$ cat config.mk
export PLATFORM = sky130hd
export DESIGN_NAME = sine_pwm_modulator
export DESIGN_NICKNAME = d
export VERILOG_FILES = /design/src/rtl/sine_pwm_modulator.sv
export SDC_FILE = /design/constraint.sdc
export NUM_CORES = 1
export LEC_CHECK = 0
export ABC_AREA = 0
export CAP_MARGIN = 10
export CORE_AREA = 2 2 145 147
export DETAILED_ROUTE_END_ITERATION = 10
export DIE_AREA = 0 0 147 149
export GPL_TIMING_DRIVEN = 0
export SYNTH_ARGS = -nofsm -noshare
export SYNTH_HDL_FRONTEND = slang
export SYNTH_SLANG_ARGS = --single-unit
$ cat constraint.sdc
create_clock -name clk_in -period 3.4 [get_ports clk_in]
set_input_delay 0.85 -clock clk_in [delete_from_list [all_inputs] [get_ports clk_in]]
set_output_delay 0.85 -clock clk_in [all_outputs]
set_load 0.03 [all_outputs]
$ cat src/rtl/sine_pwm_modulator.sv
// Table-driven sine source whose samples are compared against a free-running sawtooth
// carrier to give a glitch-free PWM bit; sw0_in picks one of two divider settings.
module sine_pwm_modulator #(
    parameter int unsigned      DEPTH   = 8,
    parameter int unsigned      WIDTH   = 12,
    parameter logic [DEPTH-1:0] CNTAMPL = 8'hFF,
    parameter int unsigned      DIVW    = 16
) (
    input  logic            clk_in,
    input  logic            rst_in,
    input  logic            sw0_in,
    input  logic [DIVW-1:0] sine_div0_in,
    input  logic [DIVW-1:0] sine_div1_in,
    input  logic [DIVW-1:0] pwm_div0_in,
    input  logic [DIVW-1:0] pwm_div1_in,
    output logic [WIDTH-1:0] sine_out,
    output logic            pwm_out
);

    localparam int unsigned ENTRIES = 1 << DEPTH;
    localparam int unsigned HALF    = ENTRIES / 2;
    localparam int unsigned QUARTER = ENTRIES / 4;
    localparam int unsigned MID     = 1 << (WIDTH - 1);
    localparam int unsigned AMP     = MID - 1;
    localparam int unsigned FRAC    = 100;
    localparam logic [WIDTH-1:0] SINE_MID = WIDTH'(MID);

    // floor(AMP * sin(pi*j/HALF)) for 0 <= j <= QUARTER, evaluated in 2^-100 fixed point
    function automatic logic [255:0] quarter_mag(input int unsigned j);
        logic [255:0] x;
        logic [255:0] x2;
        logic [255:0] term;
        logic [255:0] acc;
        x = (256'(j) * 256'd3141592653589793238462643 << FRAC)
            / (256'd1000000000000000000000000 << (DEPTH - 1));
        x2   = (x * x) >> FRAC;
        term = x;
        acc  = x;
        for (int n = 1; n <= 16; n++) begin
            term = ((term * x2) >> FRAC) / 256'(2 * n * (2 * n + 1));
            if (n[0]) begin
                acc = acc - term;
            end else begin
                acc = acc + term;
            end
        end
        return (acc * 256'(AMP)) >> FRAC;
    endfunction

    // Negative half needs a ceiling, i.e. one below the mirrored floor except where exact
    function automatic logic [WIDTH-1:0] rom_entry(input int unsigned k);
        int unsigned  j;
        logic [255:0] mag;
        logic [255:0] val;
        if (k < HALF) begin
            j = (k <= QUARTER) ? k : HALF - k;
        end else begin
            j = (k - HALF <= QUARTER) ? k - HALF : ENTRIES - k;
        end
        mag = quarter_mag(j);
        if (k < HALF) begin
            val = 256'(MID) + mag;
        end else if (j == 32'd0 || j == QUARTER) begin
            val = 256'(MID) - mag;
        end else begin
            val = 256'(MID) - mag - 256'd1;
        end
        return val[WIDTH-1:0];
    endfunction

    // A zero divider behaves like one: both give a terminal count of zero
    function automatic logic [DIVW-1:0] div_limit(input logic [DIVW-1:0] div);
        if (div == '0) begin
            return '0;
        end else begin
            return div - DIVW'(1);
        end
    endfunction

    logic [WIDTH-1:0] rom_s [ENTRIES];

    for (genvar gi = 0; gi < ENTRIES; gi++) begin : g_rom
        localparam logic [WIDTH-1:0] ENTRY = rom_entry(gi);
        assign rom_s[gi] = ENTRY;
    end

    logic [DIVW-1:0]  sdiv_s, pdiv_s;
    logic             sine_term_s, pwm_term_s, wrap_s;
    logic [DIVW-1:0]  scnt_q, scnt_d, pcnt_q, pcnt_d;
    logic [DEPTH-1:0] index_q, index_d;
    logic [WIDTH-1:0] carrier_q, carrier_d;
    logic [WIDTH-1:0] sine_q, sine_d, latch_q, latch_d;
    logic             pwm_q, pwm_d;

    // Prescalers, phase/carrier advance, sample latch and compare
    always_comb begin
        sdiv_s      = sw0_in ? sine_div1_in : sine_div0_in;
        pdiv_s      = sw0_in ? pwm_div1_in  : pwm_div0_in;
        sine_term_s = (scnt_q >= div_limit(sdiv_s));
        pwm_term_s  = (pcnt_q >= div_limit(pdiv_s));
        wrap_s      = pwm_term_s && (carrier_q == {WIDTH{1'b1}});

        if (sine_term_s) begin
            scnt_d  = '0;
            index_d = (index_q == CNTAMPL) ? '0 : index_q + DEPTH'(1);
        end else begin
            scnt_d  = scnt_q + DIVW'(1);
            index_d = index_q;
        end

        if (pwm_term_s) begin
            pcnt_d    = '0;
            carrier_d = carrier_q + WIDTH'(1);
        end else begin
            pcnt_d    = pcnt_q + DIVW'(1);
            carrier_d = carrier_q;
        end

        // Capture the pre-edge sample so duty stays fixed for the whole carrier period
        if (wrap_s) begin
            latch_d = sine_q;
        end else begin
            latch_d = latch_q;
        end

        sine_d = rom_s[index_q];
        pwm_d  = (latch_q > carrier_q);
    end

    // State and output registers
    always_ff @(posedge clk_in or posedge rst_in) begin
        if (rst_in) begin
            scnt_q    <= '0;
            pcnt_q    <= '0;
            index_q   <= '0;
            carrier_q <= '0;
            sine_q    <= SINE_MID;
            latch_q   <= SINE_MID;
            pwm_q     <= 1'b0;
        end else begin
            scnt_q    <= scnt_d;
            pcnt_q    <= pcnt_d;
            index_q   <= index_d;
            carrier_q <= carrier_d;
            sine_q    <= sine_d;
            latch_q   <= latch_d;
            pwm_q     <= pwm_d;
        end
    end

    assign sine_out = sine_q;
    assign pwm_out  = pwm_q;

endmodule

---- Word level (Yosys, flattened, before mapping) ----
Memories as Yosys holds them, arrays and structs flattened. A register that Yosys moved wholly into a read port is not among the register bits.
Index checks and enable logic that the tools add are counted.
storage, ports and cells
  register bits after elaboration ......... 65
  bits in read-only memories .............. 3072
  bits of input ports ..................... 67
  output and inout bits ................... 13
  logic and storage cells ................. 29
  memories ................................ 1
memory list
  name              words  width  rd ports  clocked after memory_dff  wr ports  RTL line  source
  (name not given)  256    12     1         1                         0         126       sine_d = rom_s[index_q];
cells by class
  add/sub/neg operators ................... 6
  magnitude comparators ................... 3
  equality and inequality tests ........... 2
  mux-type cells .......................... 7
  bitwise logic cells ..................... 1
  reductions and logical operators ........ 3
operators with widths
  kind                     count
  $mux W16                 6
  $add A16 B1 Y16 const B  2
  $ge A16 B16 Y1           2
  $logic_not A16 Y1        2
  $sub A16 B1 Y16 const B  2
  $add A12 B1 Y12 const B  1
  $eq A12 B12 Y1 const B   1
  $gt A12 B12 Y1           1
  $not A8 Y9               1
  $add A8 B1 Y8 const B    1
  $eq A8 B8 Y1 const B     1
  $mux W8                  1
  $logic_and A1 B1 Y1      1

---- Logic depth before layout (Yosys ltp) ----
Gate-level depths: netlist (run 1).
  depth after elaboration ................. 5
  gate-level depth with buffers ........... 20
  mapped depth without buffers ............ 13

---- Worst setup path after synthesis (run 1) ----
No wires, ideal clock.
  path kind ............................... input -> register
  from .................................... in sw0_in
  to ...................................... reg latch_q[0]
  setup time .............................. 125 ps
  arrival ................................. 4542 ps
  required time ........................... 3275 ps
  path slack .............................. -1267 ps
  stages .................................. 19
  buffers on the path ..................... 6
  cell sequence ........................... buf_6 > buf_4 > buf_4 > buf_2 > buf_2 > mux2i_1 > ha_1 > o211ai_1 > nor3_1 > nand2_1 > and2_1 > ha_1 > nand2b_4 > a2111oi_2 > o41ai_1 > or4_1 > and4_4 > buf_6 > mux2_4
between the ends
  word-level cells in the longest chain between the ends .. 5
  elaborated cells on any way between the ends .. 6
  classes of those cells .................. 1 x add/sub; 1 x order compare; 2 x mux; 2 x reduce/logical
ends and longest elaborated chain
  element                                                      RTL line  source
  from (decl)                                                  11        input logic sw0_in,
  $mux W16 (*)                                                 98        pdiv_s = sw0_in ? pwm_div1_in : pwm_div0_in;
  $sub A16 B1 Y16 / $logic_not A16 Y1 (equally long branches)  76, 73
  $mux W16 (*)                                                 73        if (div == '0) begin
  $ge A16 B16 Y1 (*)                                           100       pwm_term_s = (pcnt_q >= div_limit(pdiv_s));
  $logic_and A1 B1 Y1 (*)                                      101       wrap_s = pwm_term_s && (carrier_q == {WIDTH{1'b1}});
  to (signal assigned)                                         146       latch_q <= latch_d;
  to (decl)                                                    92        logic [WIDTH-1:0] sine_q, sine_d, latch_q, latch_d;
Every way passes the cells marked *; elsewhere a longest branch is shown, timed or not.
A chain may end at the register's enable or synchronous reset.

---- Final worst setup path (run 1) ----
  from .................................... in sw0_in
  to ...................................... reg latch_q[10]
The elaborated chain is that of the path after synthesis.

==> flow_summary_export.csv, run 1 <==
group,metric,value,unit
synthesis,netlist-cell-type-count,75,
cells_and_area,regArea,1930,sq um
synthesis,synthTopCellsByArea,"dfrtp_1 21%, ha_1 10%, o21ai_0 4.9%, nor2_1 4.5%, nand2_1 4.3%",
cells_and_area,layout-drive-gt1-share,20.7,%
drt,drt_iter0_markers,1508,
worst_setup_path,worstPathMaxFanout,5,
flow_run,maxCapViolations,0,
worst_setup_path,reg2reg_to,"sine_out[4]$_DFF_PP0_",
synthesis,synth_area_per_cell,7.67,sq um
worst_setup_path,startpoint,"sw0_in",
cells_and_area,num_antenna_cells,0,
worst_setup_path,crit_arrival,4.87,ns
placement,dp.cells,1531,
drt,wl_per_cell,33.7,um
sta,period_share,136,%
synthesis,synth.most_common_cell,"nor2_1",
synthesis,yosys-top-cells-count,"109 x nor2_1, 104 x nand2_1, 89 x o21ai_0, 77 x a21oi_1, 75 x dfrtp_1",
power_and_ir_drop,ir_worst_vdd,219,uV
power_and_ir_drop,p_leak,4.81,nW
global_route,overflow,0,
sta,worst_hold_slack,0.499,ns
drt,wirelength,53600,um
clock_network,cts_htree_levels,3,
die,start_util,43.8,%
sta,finalHoldViolCount,0,
die,ios,80,
clock_network,cts_root_buf,"clkbuf_16",
sta,tns,-67.31,ns
worst_setup_path,cp_slowest_cell,"o41ai_2",
clock_network,cts_tree,"yes",
drt,ant_nets,0,
synthesis,ys_seq_area_share,21.4,%
cells_and_area,nNetsFinal,1449,
synthesis,ys_warn_count,0,
worst_setup_path,cp_common_cell,"buf_8",
sta,max_freq,216,MHz
placement,pre_cts_ws,-2.19,ns
clock_network,cts.clk_slew.worst_paths,0.08,ns
global_route,grt_pass1_wl,70400,um
cells_and_area,multi_input_area,7250,sq um
worst_setup_path,path_cells,"buf_6 > buf_8 > buf_8 > buf_8 > buf_8 > buf_12 > mux2i_4 > ha_2 > o21ai_4 > buf_4 > nor2_2 > o21ai_0 > xor2_1 > nand2_1 > ha_1 > nand4_1 > o41ai_2 > or4_4 > and4_4 > buf_4 > mux2_2",
placement,gp_congestion,1.09,
sta,fin_ws,-1.23,ns
global_route,grt_usage,43.4,%
drt,vias,11800,
synthesis,synthFlopType,"dfrtp_1",
sta,fin_skew,0.0147,ns
sta,tightest_slew,1.29,ns
worst_hold_path,hp-class,"reg2reg",
die,coreArea,20600,sq um
clock_network,cts.sinks,77,
die,fp.dieArea,21900,sq um
synthesis,async_flop_share,100,%
synthesis,ys_seq_elements,77,
sta,setup-violations-final,69,
clock_network,hold_buffers,0,
worst_hold_path,whs_endpoint,"latch_q[3]$_DFFE_PP0P_",
worst_setup_path,slowest_delay,0.41,ns
worst_setup_path,r2r_start,"index_q[4]$_DFFE_PP0P_",
sta,finalMaxSlewViolations,0,
cells_and_area,instances_no_fill,1590,
synthesis,syn-num-nets,1314,
clock_network,cts_buffers,9,
sta,relSlewSlack,13.6,%
clock_network,insertion_delay,0.37,ns
worst_setup_path,startpoint_type,"input port",
die,die_h,149,um
placement,numPortBuffers,79,
synthesis,synth_edf_count,0,
clock_network,clk_path_buf_depth,2,
worst_setup_path,critical_path_class,"in2reg",
worst_setup_path,ff2ff_path_depth,7,
drt,drc,0,
synthesis,syn-instance-count,1175,
die,rows,53,
run_status,violations,"negative setup slack",
sta,rsz0062_at_grt,"true",
die,die_width,147,um
synthesis,synth_area,9010,sq um
global_route,antenna_found_initial,1,
power_and_ir_drop,powerDensity,411,nW/um^2
placement,hpwlAfterDp,33200,um
drt,vias_per_cell,7.39,
global_route,first_global_vias,10900,
worst_setup_path,reg2reg_setup_slack,-0.15,ns
worst_setup_path,end_kind,"register",
worst_hold_path,hp-start,"sine_out[3]$_DFF_PP0_",
synthesis,synth_top_area_cell,"dfrtp_1",
sta,min_period,4.63,ns
global_route,grt_max_degree,54,
drt,dr.pass1.iters,7,
worst_setup_path,cp.required,3.64,ns
synthesis,synth_top_area_share,20.8,%
worst_hold_path,hold_path_depth,1,
cells_and_area,utilization,57.4,%
cells_and_area,fillers,1700,
cells_and_area,area_growth,31.0,%
run_status,status,"finished with violations",
-- cell type report --
type / count / share of cell area, %
multi-input combinational: 978 / 61.5
sequential: 77 / 16.4
timing repair buffer: 127 / 10.8
buffer: 87 / 4.80
tap: 275 / 2.92
clock buffer: 9 / 1.91
inverter: 30 / 1.05
clock inverter: 7 / 0.700
-- critical path, delay by kind of cell --
family          cells  cell delay (ns)
mux                 2             0.51
buf+inv             8             1.02
simple gates        5             0.97
xor+xnor            1             0.26
compound gates      3             0.67
fa+ha+maj           2             0.58
-- how the worst max path moves through the flow --
stage / endpoint / slack (ns)
after floorplan: latch_q[0]$_DFFE_PP0P_ / -1.05
after global placement: latch_q[3]$_DFFE_PP0P_ / -2.07
after detailed placement: latch_q[1]$_DFFE_PP0P_ / -2.19
after CTS: latch_q[1]$_DFFE_PP0P_ / -0.91
after global routing: index_q[7]$_DFFE_PP0P_ / -1.30
final: latch_q[10]$_DFFE_PP0P_ / -1.23
-- metrics by stage --
stage	area (sq um)	power, mW
floorplan	9140	2.43
global placement	10300	3.31
detailed placement	10300	3.29
CTS	11200	4.44
global route	11800	4.95
finish	11800	4.85
-- layer usage --
layer	routed length [um]	GRT usage, %
met4	5500	29.9
met2	22900	69.3
met1	18300	50.7
met5	13	0
met3	6890	12.2
-- placed cells by master, fill, tap and decap left out, types with 9 or more instances in the layout --
| master | instances |
|---|---|
| mux2_4 | 11 |
| nand2_1 | 96 |
| buf_4 | 35 |
| clkbuf_2 | 15 |
| a31oi_1 | 15 |
| o211ai_1 | 20 |
| mux2i_1 | 24 |
| nand3_1 | 35 |
| nor2b_1 | 14 |
| buf_8 | 9 |
| xor2_1 | 31 |
| xnor2_1 | 35 |
| a211o_1 | 9 |
| nor3_1 | 35 |
| clkbuf_1 | 31 |
| and3_1 | 15 |
| o21ai_0 | 80 |
| a21o_1 | 12 |
| and2_1 | 13 |
| nor2_2 | 16 |
| o31ai_1 | 11 |
| ha_1 | 62 |
| nor2_4 | 13 |
| a211oi_1 | 17 |
| a21oi_1 | 74 |
| a221oi_1 | 11 |
| nand4_1 | 19 |
| nor2_1 | 80 |
| inv_1 | 24 |
| dfrtp_1 | 73 |
| nand2b_1 | 31 |
| clkdlybuf4s50_1 | 57 |
| clkbuf_16 | 11 |
| buf_2 | 26 |
-- report_power, final --
group	leakage [nW]	internal, mW	switching, mW
Combinational	3.65	0.902	1.67
Sequential	1.00	1.04	0.191
Clock	0.150	0.582	0.476
Total	4.81	2.52	2.33
-- registers in the layout, summed over array words and instances, names as in the netlist --
name,count
pcnt_q,16
scnt_q,16
carrier_q,12
latch_q,12
sine_out,12
index_q,8
pwm_out,1
-- timing repair --
item | 4_1_cts | 5_1_grt
gates resized for setup | 113 | 121
setup buffers | 32 | 11
setup endpoints to repair | 75 | 68
gates cloned | 3 | 2
pin swaps | 27 | 33
-- kinds of logic (layout without fill, tap and decap cells) --
group,Yosys count,after routing,synth area share [%]
simple gates,447,447,24.9
compound gates,344,344,25.1
buf+inv,120,260,5.93
flops,77,77,21.4
fa+ha+maj,72,72,10.0
xor+xnor,67,67,6.51
mux,48,48,6.12
(Power assumes the default switching activity.)
==> inputs of run 2 (changes only) <==
Settings changed: DONT_BUFFER_PORTS from default to 1.
==> run 2 against run 1 <==
  * The run still ends with negative setup slack left
  * Utilization decreased by 4.2 points
  * Cell count decreased by 5.7%
  * Hold slack got worse by 0.15 ns
  * Largest cell class unchanged
  * Via count decreased by 8.9%
  * Clock-buffer cell count unchanged
  * Highest routed layer is now met4
  * First-iteration DRC count decreased by 4.6%
  * Final area decreased by 7.3%
  * Flip-flop and latch count unchanged
  * Non-clock buffer count decreased by 91
  * Register-to-register slack improved by 0.09 ns
  * Wire length decreased by 14%
  * Clock skew decreased by 0.0031 ns
  * Largest power group unchanged
==> flow_summary_export.csv, run 2 (synthesis gave the netlist of run 1 again) <==
group,metric,value,unit
worst_setup_path,r2r_start,"index_q[0]$_DFFE_PP0P_",
die,ios,80,
clock_network,cts_tree,"yes",
cells_and_area,final_cell_mix,"95 x nand2_1, 80 x o21ai_0, 79 x nor2_1, 73 x dfrtp_1, 71 x a21oi_1",
sta,period_share,125,%
drt,drt_iter0_markers,1439,
sta,tns,-43.94,ns
sta,fin_skew,0.0116,ns
worst_setup_path,path_cells,"buf_12 > buf_8 > buf_8 > buf_12 > nor3_1 > a21oi_1 > nor3_1 > nand2_2 > and2_4 > a41oi_2 > ha_1 > nand4_1 > a211oi_1 > or4_4 > and4_4 > buf_12 > mux2_4",
global_route,grt_max_degree,57,
placement,numPortBuffers,0,
clock_network,cts_buffers,9,
worst_setup_path,reg2reg_to,"sine_out[6]$_DFF_PP0_",
sta,fin_ws,-0.860,ns
worst_setup_path,cp_common_cell,"buf_12",
sta,worst_hold_slack,0.344,ns
placement,pre_cts_ws,-1.67,ns
drt,wl_per_cell,30.7,um
drt,drc,0,
worst_setup_path,critical_path_class,"in2reg",
placement,hpwlAfterDp,31800,um
die,rows,53,
drt,wl_met1,16500,um
global_route,grt_usage,40.5,%
cells_and_area,reg_top3,"pcnt_q x16, scnt_q x16",
drt,wl_met3,5930,um
worst_setup_path,ff2ff_path_depth,11,
worst_setup_path,slowest_delay,0.52,ns
die,start_util,43.8,%
die,die_h,149,um
sta,max_freq,235,MHz
die,fp.dieArea,21900,sq um
power_and_ir_drop,pwr-share-clk,22.4,%
drt,vias_per_cell,7.14,
worst_setup_path,crit_arrival,4.49,ns
clock_network,cts.sinks,77,
sta,min_period,4.26,ns
power_and_ir_drop,sw_frac_of_total,47.1,%
clock_network,insertion_delay,0.35,ns
global_route,antenna_found_initial,2,
worst_setup_path,cp.required,3.63,ns
sta,relSlewSlack,16.8,%
drt,ant_nets,0,
cells_and_area,utilization,53.2,%
sta,tightest_slew,1.24,ns
cells_and_area,area_growth,21.4,%
sta,finalHoldViolCount,0,
power_and_ir_drop,seq_power_share,28.8,%
clock_network,cts_root_buf,"clkbuf_16",
power_and_ir_drop,p_int,2.38,mW
worst_setup_path,worstPathMaxFanout,6,
power_and_ir_drop,powerDensity,412,nW/um^2
cells_and_area,nNetsFinal,1358,
power_and_ir_drop,p_leak,4.39,nW
drt,wirelength,46100,um
flow_run,maxCapViolations,0,
sta,finalMaxSlewViolations,0,
sta,rsz0062_at_grt,"true",
worst_hold_path,hp-class,"in2async",
global_route,overflow,0,
global_route,grt_pass1_wl,65900,um
drt,dr.pass1.iters,7,
sta,setup-violations-final,70,
drt,wl_met2,19700,um
clock_network,cts.clk_slew.worst_paths,0.06,ns
clock_network,clk_path_buf_depth,2,
run_status,status,"finished with violations",
drt,dr.max_layer_used,"met4",
worst_setup_path,cp_slowest_cell,"or4_4",
cells_and_area,layout-drive-gt1-share,20.5,%
worst_setup_path,end_kind,"register",
worst_setup_path,reg2reg_setup_slack,-0.06,ns
drt,vias,10700,
power_and_ir_drop,combPwrFrac,48.7,%
die,coreArea,20600,sq um
power_and_ir_drop,ir_worst_vdd,214,uV
run_status,violations,"negative setup slack",
power_and_ir_drop,power.switching,2.12,mW
clock_network,cts_htree_levels,3,
global_route,first_global_vias,10500,
placement,gp_congestion,1.08,
cells_and_area,layout_commonest_cell,"nand2_1",
worst_setup_path,startpoint_type,"input port",
die,die_width,147,um
==> run 2: power by group through the flow <==
stage	registers, mW	logic, mW	clock network [mW]
6_report	1.30	2.20	1.01
2_1_floorplan	1.24	1.20	0
5_1_grt	1.32	2.27	1.07
4_1_cts	1.29	1.95	1.03
3_5_place_dp	1.30	1.81	0
3_3_place_gp	1.30	1.86	0
==> run 2: worst max-delay path by stage <==
stage | startpoint | endpoint | slack [ns] | cells after the start
floorplan | sw0_in | latch_q[0]$_DFFE_PP0P_ | -1.05 | 19
global placement | index_q[0]$_DFFE_PP0P_ | sine_out[3]$_DFF_PP0_ | -1.85 | 11
detailed placement | index_q[0]$_DFFE_PP0P_ | sine_out[3]$_DFF_PP0_ | -1.67 | 11
CTS | sw0_in | latch_q[7]$_DFFE_PP0P_ | -0.75 | 19
global route | sw0_in | latch_q[7]$_DFFE_PP0P_ | -0.96 | 17
finish | sw0_in | latch_q[7]$_DFFE_PP0P_ | -0.86 | 17
==> run 2: layout make-up <==
type | count | area [sq um]
fillers | 1911 | 9620
multi-input cells | 978 | 7260
inverters | 30 | 124
well taps | 275 | 344
flip-flops and latches | 77 | 1930
plain buffers | 88 | 559
diodes | 1 | 2.50
clock buffers | 9 | 225
clock inverters | 7 | 82.6
repair buffers | 35 | 408
==> run 2: metrics by stage <==
step | area [sq um] | power [mW] | std cells
2_1_floorplan | 9140 | 2.43 | 1175
3_3_place_gp | 9480 | 3.16 | 1450
4_1_cts | 10500 | 4.27 | 1490
5_1_grt | 10900 | 4.66 | 1499
6_report | 10900 | 4.51 | 1500
3_5_place_dp | 9510 | 3.11 | 1451
==> run 2: critical path, delay by kind of cell <==
family          cells  cell delay, ns
buf+inv             5            0.59
simple gates        7            2.03
fa+ha+maj           1            0.27
compound gates      3            0.42
mux                 1            0.30
==> run 2: metal layers <==
| metal | global-route usage [%] | vias up |
|---|---|---|
| li1 | - | 4427 |
| met1 | 47.6 | 5045 |
| met2 | 62.9 | 916 |
| met3 | 13.6 | 319 |
| met4 | 27.5 | 0 |
| met5 | 0 | - |
==> run 2: what timing repair did <==
item | CTS | global route
pin swaps | 30 | 17
endpoints found under the setup margin | 75 | 72
cloned | 5 | 1
hold buffers | 0 | 0
setup buffers | 21 | 9
resized for setup | 111 | 84
==> inputs of run 3 (changes only) <==
Clock period 3.4 ns to 4.5 ns, I/O delays scaled along.
==> run 3 against run 2 <==
  * Cell count down 1.5%
  * Highest routed layer is now met5
  * Setup slack better by 0.79 ns
  * Flip-flop and latch count unchanged
  * The flow still finishes with violations (negative setup slack)
  * Largest cell class unchanged
  * Total power down 28%
  * Critical path depth down 8
  * Final area down 7.6%
  * Utilization down 4.1 points
==> flow_summary_export.csv, run 3 (synthesis gave the netlist of run 1 again) <==
group,metric,value,unit
run_status,status,"finished with violations",
run_status,violations,"negative setup slack",
sta,fin_ws,-0.0665,ns
global_route,antenna_found_initial,1,
clock_network,cts_tree,"yes",
worst_setup_path,ff2ff_path_depth,9,
worst_setup_path,critPathBufInv,3,
die,ios,80,
placement,numPortBuffers,0,
sta,max_freq,219,MHz
worst_setup_path,cp.required,4.75,ns
power_and_ir_drop,pwr-share-clk,25.1,%
cells_and_area,nNetsFinal,1337,
drt,wirelength,40700,um
sta,period_share,101,%
worst_setup_path,end_kind,"register",
worst_setup_path,r2r_start,"index_q[1]$_DFFE_PP0P_",
sta,worst_hold_slack,0.490,ns
power_and_ir_drop,combPwrFrac,45.2,%
sta,fin_skew,0.0145,ns
drt,wl_per_cell,27.5,um
worst_setup_path,crit_arrival,4.82,ns
cells_and_area,num_antenna_cells,0,
die,rows,53,
worst_setup_path,worst-path-stages,9,
clock_network,cts.sinks,77,
sta,setup-violations-final,1,
placement,placed_cell_area,9480,sq um
drt,ant_nets,0,
power_and_ir_drop,seq_power_share,29.7,%
global_route,overflow,0,
die,die_h,149,um
sta,finalMaxSlewViolations,0,
cells_and_area,stdcell_area,10100,sq um
drt,dr.pass1.iters,6,
cells_and_area,utilization,49.1,%
clock_network,cts.clk_slew.worst_paths,0.07,ns
clock_network,cts_root_buf,"clkbuf_16",
placement,gp_congestion,1.11,
die,fp.dieArea,21900,sq um
global_route,grt_pass1_wl,61100,um
worst_setup_path,critical_path_class,"reg2reg",
die,start_util,43.8,%
power_and_ir_drop,p_leak,4.15,nW
sta,min_period,4.57,ns
clock_network,cts_htree_levels,3,
worst_setup_path,crit_family,"buffers and inverters",
worst_setup_path,path_cells,"clkbuf_1 > clkinv_2 > ha_1 > clkbuf_1 > nand2b_1 > nand2_1 > a2111oi_1 > a311oi_1 > a32oi_1",
power_and_ir_drop,power.switching,1.49,mW
sta,relSlewSlack,12.8,%
clock_network,clk_path_buf_depth,2,
cells_and_area,layout_commonest_cell,"nor2_1",
power_and_ir_drop,powerDensity,323,nW/um^2
global_route,grt_usage,37.1,%
sta,finalHoldViolCount,0,
power_and_ir_drop,p_int,1.77,mW
die,die_width,147,um
worst_hold_path,hold_path_depth,1,
power_and_ir_drop,ir_worst_vdd,201,uV
cells_and_area,area_growth,12.1,%
power_and_ir_drop,sw_frac_of_total,45.6,%
worst_hold_path,hp-start,"carrier_q[10]$_DFFE_PP0P_",
cells_and_area,final_cell_mix,"109 x nor2_1, 101 x nand2_1, 87 x o21ai_0, 76 x a21oi_1, 75 x dfrtp_1",
cells_and_area,reg_top3,"pcnt_q x16, scnt_q x16",
cells_and_area,fillers,2076,
placement,pre_cts_ws,-0.836,ns
drt,vias_per_cell,6.81,
worst_setup_path,startpoint,"index_q[1]$_DFFE_PP0P_",
worst_setup_path,slowest_delay,0.80,ns
die,coreArea,20600,sq um
drt,vias,10100,
clock_network,cts_buffers,9,
worst_setup_path,worstPathMaxFanout,15,
worst_setup_path,startpoint_type,"register",
drt,drc,0,
placement,hpwlAfterDp,29400,um
sta,tightest_slew,1.30,ns
global_route,first_global_vias,9889,
cells_and_area,multi_input_area,6750,sq um
worst_hold_path,hp-class,"reg2reg",
clock_network,insertion_delay,0.35,ns
cells_and_area,regArea,1930,sq um
global_route,grt_max_degree,59,
worst_setup_path,cp_slowest_cell,"a2111oi_1",
cells_and_area,layout-drive-gt1-share,12.1,%
flow_run,maxCapViolations,0,
drt,drt_iter0_markers,1335,
worst_setup_path,cp_common_cell,"clkbuf_1",
==> run 3: cell types whose count changed in the layout (fill, tap and decap cells not counted), moves of 6 or more <==
cell	previous run	this run
buf_4	24	12
buf_8	13	0
clkbuf_1	32	40
nand2_1	95	101
nand3_1	36	44
nor2_1	79	109
nor2_2	15	0
nor2_4	15	0
o21ai_0	80	87
o21ai_1	8	2
==> run 3: worst paths after layout <==
check / end / slack [ns]
min in group asynchronous: scnt_q[4]$_DFF_PP0_ / 0.60
min reg2reg: carrier_q[10]$_DFFE_PP0P_ / 0.49
max reg2reg: sine_out[0]$_DFF_PP0_ / -0.07
max: sine_out[0]$_DFF_PP0_ / -0.07
min: carrier_q[10]$_DFFE_PP0P_ / 0.49
max in group asynchronous: sine_out[11]$_DFF_PP1_ / 3.28
==> run 3: cell type report <==
type	count	area share, %
Multi-Input combinational cell	978	66.9
Sequential cell	77	19.1
Buffer	88	4.76
Tap cell	275	3.41
Clock buffer	9	2.23
Timing Repair Buffer	14	1.45
Inverter	30	1.15
Clock inverter	7	1.04
==> run 3: power groups by stage <==
stage / sequential, mW / combinational [mW] / clock, mW
2_1_floorplan: 0.935 / 0.909 / 0
3_3_place_gp: 0.976 / 1.39 / 0
3_5_place_dp: 0.980 / 1.35 / 0
4_1_cts: 0.966 / 1.38 / 0.832
5_1_grt: 0.982 / 1.55 / 0.863
6_report: 0.968 / 1.47 / 0.818
==> run 3: stage by stage <==
stage / cells / total power [mW] / TNS (ns)
global route: 1478 / 3.39 / -0.274
floorplan: 1175 / 1.84 / -2.37
detailed placement: 1451 / 2.33 / -33.15
CTS: 1474 / 3.18 / -0.000716
global placement: 1450 / 2.36 / -33.89
finish: 1478 / 3.26 / -0.0665
==> run 3: timing repair <==
action                                  4_1_cts  5_1_grt
pin swaps                                     6       12
endpoints found under the setup margin       46       43
hold buffers                                  0        0
cloned                                        0        1
buffers inserted                              8        5
gates resized for setup                      24       25
==> run 3: per-layer routing <==
metal  GRT usage [%]  wire length [um]  vias to the layer above
li1                -                 -                     4385
met2            55.5             16600                      731
met4            21.2              3070                        2
met5               0                10                        -
met1            47.4             15900                     4681
met3            11.9              5130                      260
